File: src/rtl/regfile_pkg.sv
// Shared constants, flag struct and address-width helper for the multi-port register file.
package regfile_pkg;

    // CPSR flag positions, counted down from the MSB of the register.
    localparam int unsigned N_BIT = 0;
    localparam int unsigned Z_BIT = 1;
    localparam int unsigned C_BIT = 2;
    localparam int unsigned V_BIT = 3;

    localparam int unsigned PC_INCR = 4;

    typedef struct packed {
        logic n;
        logic z;
        logic c;
        logic v;
    } flags_t;

    function automatic int unsigned addr_w(input int unsigned n);
        return (n <= 2) ? 1 : $clog2(n);
    endfunction

endpackage

File: src/rtl/regfile_rd_port.sv
// One combinational read port: register select, PC read offset and, when
// REGFILE_BYPASS_EN is defined, write-through forwarding from the writeback port.
module regfile_rd_port
    import regfile_pkg::*;
#(
    parameter int unsigned DATA_W      = 32,
    parameter int unsigned NUM_REGS    = 16,
    parameter int unsigned PC_READ_OFS = 8,
    localparam int unsigned ADDR_W     = addr_w(NUM_REGS)
) (
    input  logic [ADDR_W-1:0] addr_i,
    input  logic [DATA_W-1:0] gpr_i [NUM_REGS-1],
    input  logic [DATA_W-1:0] pc_i,
    input  logic              wr_en_i,
    input  logic [ADDR_W-1:0] wr_addr_i,
    input  logic [DATA_W-1:0] wr_data_i,
    output logic [DATA_W-1:0] rd_data_o
);

    localparam int unsigned PC_IDX = NUM_REGS - 1;

    logic is_pc;
    logic in_gpr;

    assign is_pc  = (addr_i == ADDR_W'(PC_IDX));
    assign in_gpr = (addr_i <  ADDR_W'(PC_IDX));

`ifdef REGFILE_BYPASS_EN
    logic fwd_hit;
    assign fwd_hit = wr_en_i && (wr_addr_i == addr_i) && (is_pc || in_gpr);
`else
    logic unused_fwd;
    assign unused_fwd = ^{wr_en_i, wr_addr_i, wr_data_i};
`endif

    always_comb begin
        rd_data_o = '0;
        if (is_pc) begin
            rd_data_o = pc_i + DATA_W'(PC_READ_OFS);
        end else if (in_gpr) begin
            rd_data_o = gpr_i[addr_i];
        end
`ifdef REGFILE_BYPASS_EN
        // Forwarded PC sees the same alignment the PC register applies on write.
        if (fwd_hit) begin
            rd_data_o = is_pc ? ({wr_data_i[DATA_W-1:2], 2'b00} + DATA_W'(PC_READ_OFS))
                              : wr_data_i;
        end
`endif
    end

endmodule

File: src/rtl/regfile_mp.sv
// Multi-read-port register file with dedicated PC and CPSR flags.
// Optional write-through forwarding is compiled in with REGFILE_BYPASS_EN.
module regfile_mp
    import regfile_pkg::*;
#(
    parameter int unsigned DATA_W      = 32,
    parameter int unsigned NUM_REGS    = 16,
    parameter int unsigned NUM_RD      = 2,
    parameter int unsigned RESET_PC    = 0,
    parameter int unsigned PC_READ_OFS = 8,
    localparam int unsigned ADDR_W     = addr_w(NUM_REGS)
) (
    input  logic                     clk,
    input  logic                     reset_n,
    input  logic [NUM_RD*ADDR_W-1:0] rd_addr,
    output logic [NUM_RD*DATA_W-1:0] rd_data,
    input  logic                     wr_en,
    input  logic [ADDR_W-1:0]        wr_addr,
    input  logic [DATA_W-1:0]        wr_data,
    input  logic                     pc_inc,
    output logic [DATA_W-1:0]        pc,
    input  logic                     flags_we,
    input  logic [3:0]               flags_in,
    output logic [DATA_W-1:0]        cpsr
);

    localparam int unsigned PC_IDX = NUM_REGS - 1;
    localparam int unsigned NGPR   = NUM_REGS - 1;

    logic [DATA_W-1:0] gpr_q [NGPR];
    logic [DATA_W-1:0] gpr_d [NGPR];
    logic [DATA_W-1:0] pc_q, pc_d;
    flags_t            flags_q, flags_d;

    logic pc_wr;
    logic gpr_wr;

    assign pc_wr  = wr_en && (wr_addr == ADDR_W'(PC_IDX));
    assign gpr_wr = wr_en && (wr_addr <  ADDR_W'(PC_IDX));

    always_comb begin
        gpr_d   = gpr_q;
        pc_d    = pc_q;
        flags_d = flags_q;
        if (gpr_wr) begin
            gpr_d[wr_addr] = wr_data;
        end
        // An explicit PC write overrides the sequential increment.
        if (pc_wr) begin
            pc_d = {wr_data[DATA_W-1:2], 2'b00};
        end else if (pc_inc) begin
            pc_d = pc_q + DATA_W'(PC_INCR);
        end
        if (flags_we) begin
            flags_d = flags_t'(flags_in);
        end
    end

    always_ff @(posedge clk or negedge reset_n) begin
        if (!reset_n) begin
            for (int unsigned i = 0; i < NGPR; i++) begin
                gpr_q[i] <= '0;
            end
            pc_q    <= DATA_W'(RESET_PC);
            flags_q <= '0;
        end else begin
            gpr_q   <= gpr_d;
            pc_q    <= pc_d;
            flags_q <= flags_d;
        end
    end

    assign pc = pc_q;

    always_comb begin
        cpsr                   = '0;
        cpsr[DATA_W-1 - N_BIT] = flags_q.n;
        cpsr[DATA_W-1 - Z_BIT] = flags_q.z;
        cpsr[DATA_W-1 - C_BIT] = flags_q.c;
        cpsr[DATA_W-1 - V_BIT] = flags_q.v;
    end

    for (genvar g = 0; g < NUM_RD; g++) begin : g_rd
        regfile_rd_port #(
            .DATA_W      (DATA_W),
            .NUM_REGS    (NUM_REGS),
            .PC_READ_OFS (PC_READ_OFS)
        ) u_port (
            .addr_i    (rd_addr[g*ADDR_W +: ADDR_W]),
            .gpr_i     (gpr_q),
            .pc_i      (pc_q),
            .wr_en_i   (wr_en),
            .wr_addr_i (wr_addr),
            .wr_data_i (wr_data),
            .rd_data_o (rd_data[g*DATA_W +: DATA_W])
        );
    end

endmodule

File: config.mk
export PLATFORM = sky130hd
export DESIGN_NAME = regfile_mp
export DESIGN_NICKNAME = d
export VERILOG_FILES = /design/src/rtl/regfile_pkg.sv /design/src/rtl/regfile_rd_port.sv /design/src/rtl/regfile_mp.sv
export SDC_FILE = /design/constraint.sdc
export NUM_CORES = 1
export LEC_CHECK = 0
export BUFFER_PORTS_ARGS = -buffer_cell sky130_fd_sc_hd__buf_2
export CAP_MARGIN = 15
export CELL_PAD_IN_SITES_DETAIL_PLACEMENT = 0
export CELL_PAD_IN_SITES_GLOBAL_PLACEMENT = 1
export CORE_MARGIN = 10
export CORE_UTILIZATION = 45
export CTS_BUF_LIST = sky130_fd_sc_hd__clkbuf_4 sky130_fd_sc_hd__clkbuf_8
export DETAILED_ROUTE_END_ITERATION = 10
export GPL_ROUTABILITY_DRIVEN = 0
export PLACE_DENSITY = 0.69
export RECOVER_POWER = 100
export SYNTH_ARGS = -nofsm -noshare
export SYNTH_HDL_FRONTEND = slang
export SYNTH_SLANG_ARGS = --single-unit
File: constraint.sdc
create_clock -name clk -period 3.7 [get_ports clk]
set_input_delay 0.74 -clock clk [delete_from_list [all_inputs] [get_ports clk]]
set_output_delay 0.74 -clock clk [all_outputs]
set_load 0.05 [all_outputs]
==> results by group, run 1 <==
STA
  – Final min period: 3.681 ns
  – Max Fclk: approximately 270 MHz
  – Endpoints failing setup: 0
  – Tcrit/Tclk final: between 90% and 100%
  – Clock skew: about 0.016 ns
  – Worst slew pin tran: 2.571 ns
  – Endpoints failing hold: 0
  – Final Max Tran Viols: 382
  – RSZ-0062 raised after global routing: true
  – Relative slew slack: -71.37%

Global route
  – Number of global-route vias before repair: around 21000
  – Largest net degree at the start of global routing: 89
  – Initial antenna violation count: 7
  – First-pass GRT wire length: 146.2 mm
  – GRT Total Usage: between 20% and 30%
  – Overflow after GRT: 0

Drt
  – DR vias: 20683
  – Routed WL per cell: 29.81 um
  – Post-detailed-route count of antenna-violating nets: 0
  – DRC viols: 0
  – Final wirelength: 98.29 mm
  – Drt first pass iters: 5
  – Average vias per placed instance: roughly 6.3
  – Starting DRT DRC Count: a little under 2000

Layout
  – Share of post-route cells with drive strength above 1: 48.16%
  – Fin util: 53.29%
  – Layout Nets: 2433
  – Final instance count without filler cells: 3297
  – Layout area overhead: 17.77%
  – Filler Cell Count: 5320

Floorplanning
  – Die Y: 271.2 um
  – Initial Util: about 45%
  – Row count: 92
  – Die W: 271.2 um
  – Die footprint: 73530 sq um
  – Num ports: about 180
  – Core ar.: 62740 sq um

Setup path
  – Crit. Startpoint: pc[15]
  – Critical path arrival: 2.94 ns
  – CP endpoint kind: primary output
  – CP Cell Sequence: nand4_1 -> nor3_2 -> buf_4 -> nand3_1 -> xor2_2 -> o211ai_1 -> buf_12
  – CP max FO: 7
  – Type of origin of the critical path: flop
  – Crit Path Class: flop to primary output
  – WP data required: 2.96 ns
  – Crit-path slowest cell: o211ai_1
  – R2r endpoint: pc[23]
  – Register-to-register setup slack: 1.26 ns
  – Max incr delay on CP: roughly 0.5 ns
  – Reg-to-reg critical path startpoint: pc[4]
  – R2R cell count: 7

Clock network
  – CTS sink count: just over 500
  – Clk Latency, worst-skew pair: 0.70 ns
  – H-Tree Depth: 3
  – CTS clk-pin slew, worst paths: 0.06 ns
  – CTS tree: done
  – Num CTS Buffers: 92
  – Bufs on Longest Clock Path: 3
  – Hold_buf cts: 0
  – Root Buffer: clkbuf_8

Yosys
  – EDFF count, synth: 0
  – Mapped Cells: roughly 2200
  – Yosys warning total: 0
  – Cell taking the most area after synthesis: dfrtp_1
  – Synthesized area: about 28000 sq um
  – Seq/Total Area, Yosys: ~45%
  – Mean Syn Cell Area: 13.01 sq um
  – FFs w/ async S/R, synth: 100.0%
  – Synth cell types: 57
  – Cell with the most instances after synthesis: dfrtp_1
  – Synth top cells by count: 514 x dfrtp_1, 503 x mux2_2, 169 x mux4_2
  – #FFs+latches synth: 514
  – Share of the synthesized area in the top cell type: 45.31%
  – Top post-synthesis cells by area: dfrtp_1 45%, mux2_2 20%, mux4_2 13%
  – Prevailing post-synth register cell: dfrtp_1

Power
  – Power Density: 603.1 nW/um^2
  – Static Leak: 14.03 nW
  – VDD IR max: around 420 uV
  – Power, Total: approximately 0.020 W

Min path
  – Min-delay worst type: input port to flop
  – Hold path endpoint: cpsr[31]
  – Hold Path Cell Cnt: 2
  – Origin of the worst min-delay path: flags_in[3]

Run status
  – Outcome: finished, violations left
  – Failing checks: max-capacitance violations, max-slew violations

Place
  – Cells after DPL: approximately 3100
  – Hpwl dp: 63.54 mm
  – # port buffers: 150

Run
  – Max-cap violations: 14
## worst max path at each step
stage | to | slack [ns] | cells after the start
after CTS | rd_data[23] | -0.02 | 8
after global routing | rd_data[28] | -0.07 | 8
after global placement | rd_data[53] | 0.14 | 7
after detailed placement | rd_data[53] | 0.12 | 7
after floorplan | rd_data[47] | 0.006 | 8
final | rd_data[30] | 0.02 | 7
## cells in the final DEF (no fill, tap or decap), types with 20 or more instances in the layout
cell type / n
xor2_1: 26
clkbuf_1: 36
buf_4: 107
buf_12: 57
a21oi_1: 69
nor2_1: 64
o221ai_1: 20
clkbuf_2: 22
o21ai_0: 66
buf_2: 79
mux2i_1: 99
conb_1: 30
clkbuf_4: 35
mux2_2: 502
mux4_2: 169
dfrtp_1: 496
clkbuf_8: 121
nand2_1: 113
## state kept, by name (all words and copies together) (netlist names)
signal	count
cpsr	4
gpr_q	480
pc	30
## layout make-up
cell class / instances / area (sq um) / area share, %
clock buffers: 153 / 1899 / 5.682
inverters: 7 / 26.28 / 0.07860
well taps: 846 / 1059 / 3.166
multi-input cells: 1456 / 14820 / 44.34
repair buffers: 307 / 2651 / 7.931
flip-flops and latches: 514 / 12880 / 38.54
diodes: 5 / 12.51 / 0.03743
clock inverters: 9 / 73.82 / 0.2208
## through the flow
step | setup TNS (ns) | area, sq um | setup slack (ns) | hold WS [ns]
after floorplan | 0 | 28530 | 0.005964 | 0.4444
after global placement | 0 | 31290 | 0.1352 | 0.4874
after detailed placement | 0 | 31290 | 0.1236 | 0.5026
after CTS | -0.03293 | 33500 | -0.01905 | 0.09552
after global routing | -0.1132 | 33430 | -0.07005 | 0.2773
final | 0 | 33430 | 0.01944 | 0.2849
## critical path: cells and delay by family (launching register included)
family | cells | cell delay [ns]
AND/OR/NAND/NOR | 3 | 0.63
AO/OA/AOI/OAI | 1 | 0.50
flip-flops | 1 | 0.49
XOR/XNOR | 1 | 0.23
buffers and inverters | 2 | 0.39
## power breakdown
part	switching (W)	internal, W
Combinational	0.00331	0.00299
Clock	0.00244	0.00328
Sequential	0.00115	0.00699
## timing repair
action	CTS	global route
setup buffers	4	15
gates resized for setup	43	19
setup endpoints to repair	46	24
pin swaps	3	7
## layer usage
metal / global-route usage, % / routed length [um] / share of wire, % / up-vias
li1: - / - / - / 8597
met1: 36.52 / 42130 / 43 / 10919
met2: 40.45 / 44980 / 46 / 977
met3: 6.488 / 8532 / 8.7 / 184
met4: 8.655 / 2618 / 2.7 / 6
met5: 0 / 28 / 0.028 / -
## kinds of logic (layout without fill, tap and decap cells)
logic type	after synthesis	count (layout)	share of synthesized area, %
AOI/OAI and AO/OA	296	296	6.836
xor gates and xnor gates	55	55	1.697
adders and majority gates	2	2	0.08814
buffers and inverters	241	476	3.927
DFF	514	514	45.31
muxes	778	778	37.13
other	1	35	0.01321
and+or+nand+nor	295	295	4.994
Power figures use the tool's default switching activity.
==> run 2, diff against run 1 <==
--- a/config.mk
+++ b/config.mk
@@ -14,6 +14,7 @@
 export CTS_BUF_LIST = sky130_fd_sc_hd__clkbuf_4 sky130_fd_sc_hd__clkbuf_8
 export DETAILED_ROUTE_END_ITERATION = 10
 export GPL_ROUTABILITY_DRIVEN = 0
+export GPL_TIMING_DRIVEN = 0
 export PLACE_DENSITY = 0.69
 export RECOVER_POWER = 100
 export SYNTH_ARGS = -nofsm -noshare
==> run 2 against run 1 <==
  * The flow finishes with violations (max-capacitance violations, max-slew violations, negative setup slack)
  * Power increased by 1.4%
  * Clock skew decreased by 0.0028 ns
  * Clock power fell by 1%
  * Critical path type is now input port to primary output
==> results by group, run 2 (synthesis gave the netlist of run 1 again) <==
Place
  – Placed cell areas: 30510 sq um (-2.5%)
  – # port buffers: 144 (-4.0%)
  – Hpwl dp: 81.56 mm (+28%)
  – Dpl ws: -1.474 ns (-1.597 ns)

Clock network
  – Root Buffer: clkbuf_8
  – Bufs on Longest Clock Path: 3 (unchanged)
  – Num CTS Buffers: 93 (+1.1%)
  – H-Tree Depth: 3 (unchanged)
  – Hold_buf cts: 0 (unchanged)
  – CTS tree: done
  – CTS clk-pin slew, worst paths: 0.05 ns (about the same)
  – CTS sink count: 514 (unchanged)
  – Clk Latency, worst-skew pair: 0.68 ns (-0.02 ns)

Global route
  – First-pass GRT wire length: 162.3 mm (+11%)
  – Overflow after GRT: 0 (unchanged)
  – Largest net degree at the start of global routing: 121 (+36%)
  – GRT Total Usage: 30.51% (+4.1 points)
  – Number of global-route vias before repair: 22199 (+3.3%)
  – Initial antenna violation count: 9 (+2)

Layout
  – Filler Cell Count: 5371 (+0.96%)
  – Share of post-route cells with drive strength above 1: 48.60% (+0.44 points)
  – Max FFs per register: 480 (unchanged)
  – Final Cell Area: 33730 sq um (+0.90%)
  – Layout Nets: 2555 (+5.0%)
  – Layout area overhead: 18.83%
  – Commonest non-fill, non-tap cell in the layout: mux2_2
  – Register bank with the most flops: gpr_q
  – Most frequent cells in the layout: 503 x mux2_2, 500 x dfrtp_1, 169 x mux4_2, 121 x clkbuf_8, 109 x nand2_1
  – Fin util: 53.77% (+0.48 points)

Drt
  – Starting DRT DRC Count: 2425 (+24%)
  – DRC viols: 0 (unchanged)
  – Final wirelength: 114.7 mm (+17%)
  – DR vias: 22083 (+6.8%)
  – Routed WL per cell: 33.60 um (+13%)
  – Post-detailed-route count of antenna-violating nets: 0 (unchanged)
  – Average vias per placed instance: 6.472 (+3.2%)
  – Drt first pass iters: 5 (unchanged)

STA
  – Endpoints failing setup: 11 (+11)
  – Endpoints failing hold: 0 (unchanged)
  – Final min period: 3.757 ns (+0.07656 ns)
  – Relative slew slack: -17.94% (+53 points)
  – Tcrit/Tclk final: 101.5% (+2.1 points)
  – Clock skew: 0.01323 ns (-0.002773 ns)
  – RSZ-0062 raised after global routing: true
  – Final Max Tran Viols: 237 (-38%)
  – Setup TNS: -0.3133 ns (-0.3133 ns)
  – Max Fclk: 266.2 MHz (-2.0%)
  – Final WS setup: -0.05712 ns (-0.07656 ns)
  – Worst slew pin tran: 1.769 ns (-0.8015 ns)

Setup path
  – CP endpoint kind: primary output
  – Worst Path Buf+Inv: 3 (+1)
  – Max incr delay on CP: 0.78 ns (+0.28 ns)
  – Type of origin of the critical path: input port
  – CP Cell Sequence: buf_2 -> clkbuf_1 -> mux4_2 -> nand2_1 -> and3_1 -> a21oi_1 -> buf_2
  – Crit Path Class: input port to primary output
  – Crit-path slowest cell: clkbuf_1
  – Reg-to-reg critical path startpoint: pc[4]
  – Most frequent CP cell: buf_2
  – WP data required: 2.96 ns (about the same)
  – Critical path arrival: 3.02 ns (+0.08 ns)
  – CP delay by family, top: buffers and inverters
  – Register-to-register setup slack: 1.07 ns (-0.19 ns)
  – Crit. Startpoint: rd_addr[5]
  – CP max FO: 10 (+3)

Power
  – Static Leak: 14.24 nW (+1.5%)
  – VDD IR max: 456.2 uV (+8.7%)
  – Power Density: 605.9 nW/um^2 (+0.46%)

Floorplanning
  – Core ar.: 62740 sq um (unchanged)
  – Die footprint: 73530 sq um (unchanged)
  – Num ports: 181 (unchanged)
  – Row count: 92 (unchanged)
  – Die Y: 271.2 um (unchanged)
  – Die W: 271.2 um (unchanged)
  – Initial Util: 45.25% (unchanged)

Run status
  – Outcome: finished, violations left
  – Failing checks: max-capacitance violations, max-slew violations, negative setup slack

Run
  – Max-cap violations: 2 (-12)

Min path
  – Min-delay worst type: input port to asynchronous set/reset pin
-- run 2: cell types whose count changed in the layout (fill, tap and decap cells not counted), sizes merged --
cell	before	now
clkbuf	214	315
buf	246	266
diode	5	2
bufinv	1	0
clkinv	8	7
inv	7	6
-- run 2: layout make-up --
class                      count  area (sq um)  area share (%)
sequential                   514         12880           38.18
timing repair buffer         198          1388           4.114
multi-input combinational   1456         15050           44.60
antenna                        2         5.005         0.01484
buffer                       230          1406           4.169
inverter                       7         31.28         0.09273
clock buffer                 153          1887           5.594
clock inverter                 6         30.03         0.08902
tap                          846          1059           3.138
-- run 2: per-layer routing --
layer  global-route usage (%)  share of wire, %  vias up
met5                        0             0.037        -
met4                    14.36               4.9        6
met3                    8.968                11      299
met2                    45.09                44     1355
met1                    40.88                41    11594
li1                         -                 -     8829
-- run 2: through the flow --
stage / std cells / hold slack [ns] / total power (W)
finish: 3412 / 0.06300 / 0.02044
CTS: 3394 / 0.09188 / 0.02019
global placement: 3201 / 0.4869 / 0.01392
floorplan: 2211 / 0.4444 / 0.01213
detailed placement: 3211 / 0.5004 / 0.01414
global route: 3411 / 0.1104 / 0.02119
-- run 2: path summary, 6_finish.rpt --
check / depth (start not counted) / endpoint
max: 7 / rd_data[40]
min: 1 / gpr_q[109]
max reg2reg: 7 / pc[23]
min reg2reg: 1 / gpr_q[70]
max in group asynchronous: 4 / pc[25]
min in group clk: 2 / cpsr[30]
-- run 2: power by group --
group | internal [W] | total [W] | switching, W
clock | 0.00318 | 0.00565 | 0.00247
combinational | 0.00296 | 0.00666 | 0.00371
sequential | 0.00698 | 0.00812 | 0.00114
-- run 2: repair_timing --
item | in CTS | in global routing
hold endpoints to repair | 0 | 0
pin swaps | 16 | 20
gates cloned | 0 | 0
resized for setup | 248 | 88
endpoints found under the setup margin | 64 | 51
setup buffers | 27 | 17
